$ cat src/rtl/ram_readback_streamer.sv
// Walks a block of RAM through a 1-cycle registered read port and streams each word out with its address.
// A running XOR of every transferred word is kept for verifying RAM contents.
module ram_readback_streamer #(
  parameter int WID_MEM   = 36,
  parameter int ADDR_W    = 10,
  parameter int DEPTH_MEM = 1024
) (
  input  logic               clk,
  input  logic               reset,
  input  logic               start,
  input  logic [ADDR_W-1:0]  base_addr,
  input  logic [ADDR_W:0]    word_count,
  output logic [ADDR_W-1:0]  raddr,
  input  logic [WID_MEM-1:0] rdata,
  output logic               m_valid,
  input  logic               m_ready,
  output logic [WID_MEM-1:0] m_data,
  output logic [ADDR_W-1:0]  m_addr,
  output logic               busy,
  output logic               done,
  output logic [WID_MEM-1:0] checksum,
  output logic [1:0]         dbg_state
);

  typedef enum logic [1:0] {
    S_IDLE  = 2'd0,
    S_RUN   = 2'd1,
    S_DRAIN = 2'd2,
    S_FIN   = 2'd3
  } state_t;

  state_t state, state_nxt;

  logic [ADDR_W:0]    issue_left;
  logic               inflight;
  logic [ADDR_W-1:0]  inflight_addr;
  logic [WID_MEM-1:0] buf_data [2];
  logic [ADDR_W-1:0]  buf_addr [2];
  logic               wr_ptr;
  logic               rd_ptr;
  logic [1:0]         occ;

  logic               start_ok;
  logic               xfer;
  logic               issue;
  logic [1:0]         occ_next;
  logic [ADDR_W-1:0]  raddr_inc;

  // Output handshake: a word transfers on every rising edge where m_valid and m_ready
  // are both high; once m_valid rises, it and m_data/m_addr hold until that transfer.
  assign m_valid   = (occ != 2'd0);
  assign m_data    = buf_data[rd_ptr];
  assign m_addr    = buf_addr[rd_ptr];
  assign busy      = (state == S_RUN) || (state == S_DRAIN);
  assign done      = (state == S_FIN);
  assign dbg_state = state;

  assign start_ok  = (state == S_IDLE) && start;
  assign xfer      = m_valid && m_ready;

  // Buffer occupancy next cycle before any new issue; it equals in-flight plus
  // buffered words after this cycle's transfer, so it is also the credit count.
  assign occ_next  = occ + {1'b0, inflight} - {1'b0, xfer};
  assign issue     = (state == S_RUN) && (occ_next < 2'd2);
  assign raddr_inc = (raddr == ADDR_W'(DEPTH_MEM - 1)) ? '0 : raddr + 1'b1;

  always_comb begin
    state_nxt = state;
    case (state)
      S_IDLE: begin
        if (start) begin
          state_nxt = (word_count == '0) ? S_FIN : S_RUN;
        end
      end
      S_RUN: begin
        if (issue && (issue_left == (ADDR_W+1)'(1))) begin
          state_nxt = S_DRAIN;
        end
      end
      S_DRAIN: begin
        if (occ_next == 2'd0) begin
          state_nxt = S_FIN;
        end
      end
      S_FIN: begin
        state_nxt = S_IDLE;
      end
      default: begin
        state_nxt = S_IDLE;
      end
    endcase
  end

  always_ff @(posedge clk) begin
    if (!reset) begin
      state <= S_IDLE;
    end else begin
      state <= state_nxt;
    end
  end

  // Read issue side: address register, remaining-read counter and the tag of the read in flight.
  always_ff @(posedge clk) begin
    if (!reset) begin
      raddr         <= '0;
      issue_left    <= '0;
      inflight      <= 1'b0;
      inflight_addr <= '0;
    end else begin
      inflight <= issue;
      if (start_ok) begin
        issue_left <= word_count;
        if (word_count != '0) begin
          raddr <= base_addr;
        end
      end else if (issue) begin
        raddr         <= raddr_inc;
        issue_left    <= issue_left - 1'b1;
        inflight_addr <= raddr;
      end
    end
  end

  // Two-entry skid buffer; rdata is captured the cycle after its read was issued.
  always_ff @(posedge clk) begin
    if (!reset) begin
      for (int i = 0; i < 2; i++) begin
        buf_data[i] <= '0;
        buf_addr[i] <= '0;
      end
      wr_ptr <= 1'b0;
      rd_ptr <= 1'b0;
      occ    <= 2'd0;
    end else begin
      if (inflight) begin
        buf_data[wr_ptr] <= rdata;
        buf_addr[wr_ptr] <= inflight_addr;
        wr_ptr           <= ~wr_ptr;
      end
      if (xfer) begin
        rd_ptr <= ~rd_ptr;
      end
      occ <= occ_next;
    end
  end

  always_ff @(posedge clk) begin
    if (!reset) begin
      checksum <= '0;
    end else if (start_ok) begin
      checksum <= '0;
    end else if (xfer) begin
      checksum <= checksum ^ m_data;
    end
  end

endmodule

$ cat config.mk
export PLATFORM = sky130hd
export DESIGN_NAME = ram_readback_streamer
export DESIGN_NICKNAME = d
export VERILOG_FILES = /design/src/rtl/ram_readback_streamer.sv
export SDC_FILE = /design/constraint.sdc
export NUM_CORES = 1
export LEC_CHECK = 0
export ABC_AREA = 1
export CORE_MARGIN = 5
export CORE_UTILIZATION = 40
export CTS_BUF_LIST = sky130_fd_sc_hd__clkbuf_16
export DETAILED_ROUTE_END_ITERATION = 12
export PLACE_DENSITY = 0.65
export SYNTH_ARGS = -nofsm -noshare
export SYNTH_HDL_FRONTEND = slang
export SYNTH_SLANG_ARGS = --single-unit
$ cat constraint.sdc
create_clock -name clk -period 2.88 [get_ports clk]
set_input_delay 0.576 -clock clk [delete_from_list [all_inputs] [get_ports clk]]
set_output_delay 0.576 -clock clk [all_outputs]
set_load 0.01 [all_outputs]
==> flow_metrics.env <==
export IMPL_worst_clock_skew_ns=0.009147
export IMPL_pwr_density_cell_mw_per_mm2=824.3
export IMPL_crit_required_ns=2.30
export IMPL_design_power_total_mw=8.172
export IMPL_cts_setup_buffers=0
export IMPL_layout_common_cells="nand2_1 (245), clkdlybuf4s50_1 (157), nor2_1 (137)"
export IMPL_synth_fp_nets=947
export IMPL_postLayoutCellArea_mm2=0.009915
export IMPL_cts_hold_buffers=0
export IMPL_critical_path_most_common_cell="nand2_1"
export IMPL_final_period_utilization=0.8753
export IMPL_synth_ff_type="edfxtp_1"
export IMPL_worst_path_largest_cell_delay_ns=0.56
export IMPL_pre_cts_ws_ns=0.1724
export IMPL_clock_latency_of_the_later_clocked_register_in_the_worst_skew_pair_ns=0.42
export IMPL_maxClockFrequency_ghz=0.3967
export IMPL_start_util=0.4037
export IMPL_routedWlPerCell_um=14.02
export IMPL_power_leakage_nw=4.143
export IMPL_ys_warn_count=0
export IMPL_hold_class="reg -> reg"
export IMPL_nNetsFinal=1107
export IMPL_timing_slew_headroom=0.6167
export IMPL_mapped_cells=876
export IMPL_crit_path_top_delay_cell="clkdlybuf4s50_1"
export IMPL_dpl_cell_count=1251
export IMPL_detailed_place_hpwl_um=12250
export IMPL_run_status="completed"
export IMPL_max_clock_path_buffers=2
export IMPL_ioPinCount=158
export IMPL_timing_hold_ws_ns=0.4419
export IMPL_worst_path_max_fanout=13
export IMPL_yosys_cell_types_count=40
export IMPL_dpl_instance_area_mm2=0.009365
export IMPL_fillCellCount=1732
export IMPL_first_global_vias=5712
export IMPL_grt_remaining_overflow=0
export IMPL_htree_levels=4
export IMPL_maxCapViolCount=0
export IMPL_utilization=0.5318
export IMPL_detail_route_iter0_violations=318
export IMPL_vdd_drop_max_mv=0.4473
export IMPL_worstSetupStartpointType="flip-flop"
export IMPL_clk_transition_reported_paths_ns=0.06
export IMPL_worst_endpoint_arrival_ns=1.94
export IMPL_placeableCoreArea_mm2=0.01864
export IMPL_finalSetupViolCount=0
export IMPL_floorplan_die_area_mm2=0.02166
export IMPL_area_growth_syn_to_layout_pct=31.74
export IMPL_detail_route_antenna_nets=0
export IMPL_post_route_cells_drive_above_1_share=0.08008
export IMPL_totalNegativeSetupSlack_ns=0
export IMPL_cp_cell_sequence="inv_2 > buf_4 > nand2_1 > nand2_1 > clkdlybuf4s50_1"
export IMPL_grt_total_usage=0.1659
export IMPL_ys_async_sr_fraction=0
export IMPL_period_needed_ns=2.521
export IMPL_gp_congestion=0.8283
export IMPL_layout_cells_most_common="nand2_1"
export IMPL_endpoint_kind="primary output"
export IMPL_final_max_slew_viol_count=0
export IMPL_cts_resized=0
export IMPL_synth_avg_cell_area_um2=8.591
export IMPL_synth_yosys_seq_area_share=0.5666
export IMPL_detailroute_via_count=6112
export IMPL_drt_pre_antenna_iters=4
export IMPL_drt_drc_violations_left=0
export IMPL_floorplan_die_height_um=147.2
export IMPL_tritoncts="yes"
export IMPL_wl_um=17990
export IMPL_detail_route_vias_per_cell=4.764
export IMPL_placementRows=50
export IMPL_n_antenna_cell=0
export IMPL_hold_viol_final=0
export IMPL_grt_setup_unrepaired="false"
export IMPL_grt_start_max_net_pins=48
export IMPL_setup_slack_ns=0.3590
export IMPL_stdcell_count=1283
export IMPL_post_synth_instance_area_mm2=0.007526
export IMPL_grt_pass1_wl_um=28770
export IMPL_critPathKind="reg -> out"
export IMPL_cts_num_sinks=167
export IMPL_dieWidth_um=147.2
export IMPL_synth_enable_flop_cells=92
export IMPL_timing_worst_slew_pin_value_ns=0.5749
export IMPL_register_area_mm2=0.004265
export IMPL_port_buffer_count=157
export IMPL_synth_ff_latch_count=167
export IMPL_grt_antenna_before_repair=0
export IMPL_cts_inserted_buffers=17
export IMPL_multiInputGateArea_mm2=0.002775
export IMPL_clockRootBuffer="clkbuf_16"
cells in the mapped netlist (2+ instances only):
| cell | instances | area share |
|---|---|---|
| nand2_2 | 3 | 0.0025 |
| edfxtp_1 | 92 | 0.37 |
| or2_1 | 6 | 0.0050 |
| clkbuf_1 | 8 | 0.0040 |
| nor2_4 | 2 | 0.0030 |
| nand4_1 | 3 | 0.0025 |
| o21ai_1 | 8 | 0.0053 |
| inv_2 | 5 | 0.0025 |
| buf_2 | 17 | 0.011 |
| nor3_1 | 17 | 0.011 |
| a31oi_1 | 6 | 0.0050 |
| buf_1 | 3 | 0.0015 |
| nand3_2 | 3 | 0.0040 |
| ha_1 | 10 | 0.017 |
| xor2_1 | 10 | 0.012 |
| o21ai_0 | 30 | 0.020 |
| nand2_4 | 4 | 0.0060 |
| and3_1 | 15 | 0.012 |
| a21oi_1 | 60 | 0.040 |
| nand2_1 | 247 | 0.12 |
| nor2_1 | 137 | 0.068 |
| or2_2 | 6 | 0.0050 |
| dfxtp_1 | 75 | 0.20 |
| a21oi_2 | 7 | 0.0081 |
| nand3_1 | 9 | 0.0060 |
| buf_4 | 2 | 0.0020 |
| inv_1 | 76 | 0.038 |
| buf_6 | 2 | 0.0030 |
| nor2_2 | 2 | 0.0017 |
worst paths after layout:
path                             startpoint                to  slack [ns]  depth (start not counted)
worst max-delay path              flip-flop        m_data[20]        0.36                          5
worst min-delay path            checksum[5]       checksum[5]        0.44                          1
worst max register to register       occ[1]  inflight_addr[9]        0.73                         16
worst min register to register  checksum[5]       checksum[5]        0.44                          1
worst max-delay path: cells and delay by family, from the launching register on:
kind,cells,cell delay (ns)
and+or+nand+nor,2,0.16
DFF,1,0.33
buffers and inverters,3,1.03
cell families (layout without fill, tap and decap cells):
group	count (synthesis)	after routing	share of synthesized area
DFF	167	167	0.5666
buffers and inverters	116	289	0.06600
xor gates and xnor gates	11	11	0.01280
adders and majority gates	10	10	0.01663
AOI/OAI and AO/OA	114	114	0.08146
and+or+nand+nor	458	458	0.2565
state kept, by name, indices dropped and copies added (netlist names), named ones only:
register	count
buf_addr	20
buf_data	72
checksum	36
dbg_state	2
inflight	1
inflight_addr	10
issue_left	11
occ	2
raddr	10
rd_ptr	1
wr_ptr	1
where the power goes:
group          leakage, nW  switching, mW  total, mW  internal, mW
logic                 2.29           1.66       2.87          1.21
registers             1.56          0.260       3.16          2.90
clock network        0.286          0.895       2.14          1.25
metal layers:
metal	track usage	share of wire
met1	0.2156	0.45
met5	0	0
met2	0.2751	0.47
met3	0.04719	0.063
met4	0.04054	0.011
area by class of cell:
| class | count | area share |
|---|---|---|
| sequential | 167 | 0.4302 |
| clock buffer | 17 | 0.04291 |
| clock inverter | 15 | 0.01249 |
| tap | 234 | 0.02953 |
| multi-input combinational | 593 | 0.2799 |
| inverter | 82 | 0.03155 |
| timing repair buffer | 175 | 0.1734 |
Note: power is estimated with default switching activity, not from simulation.
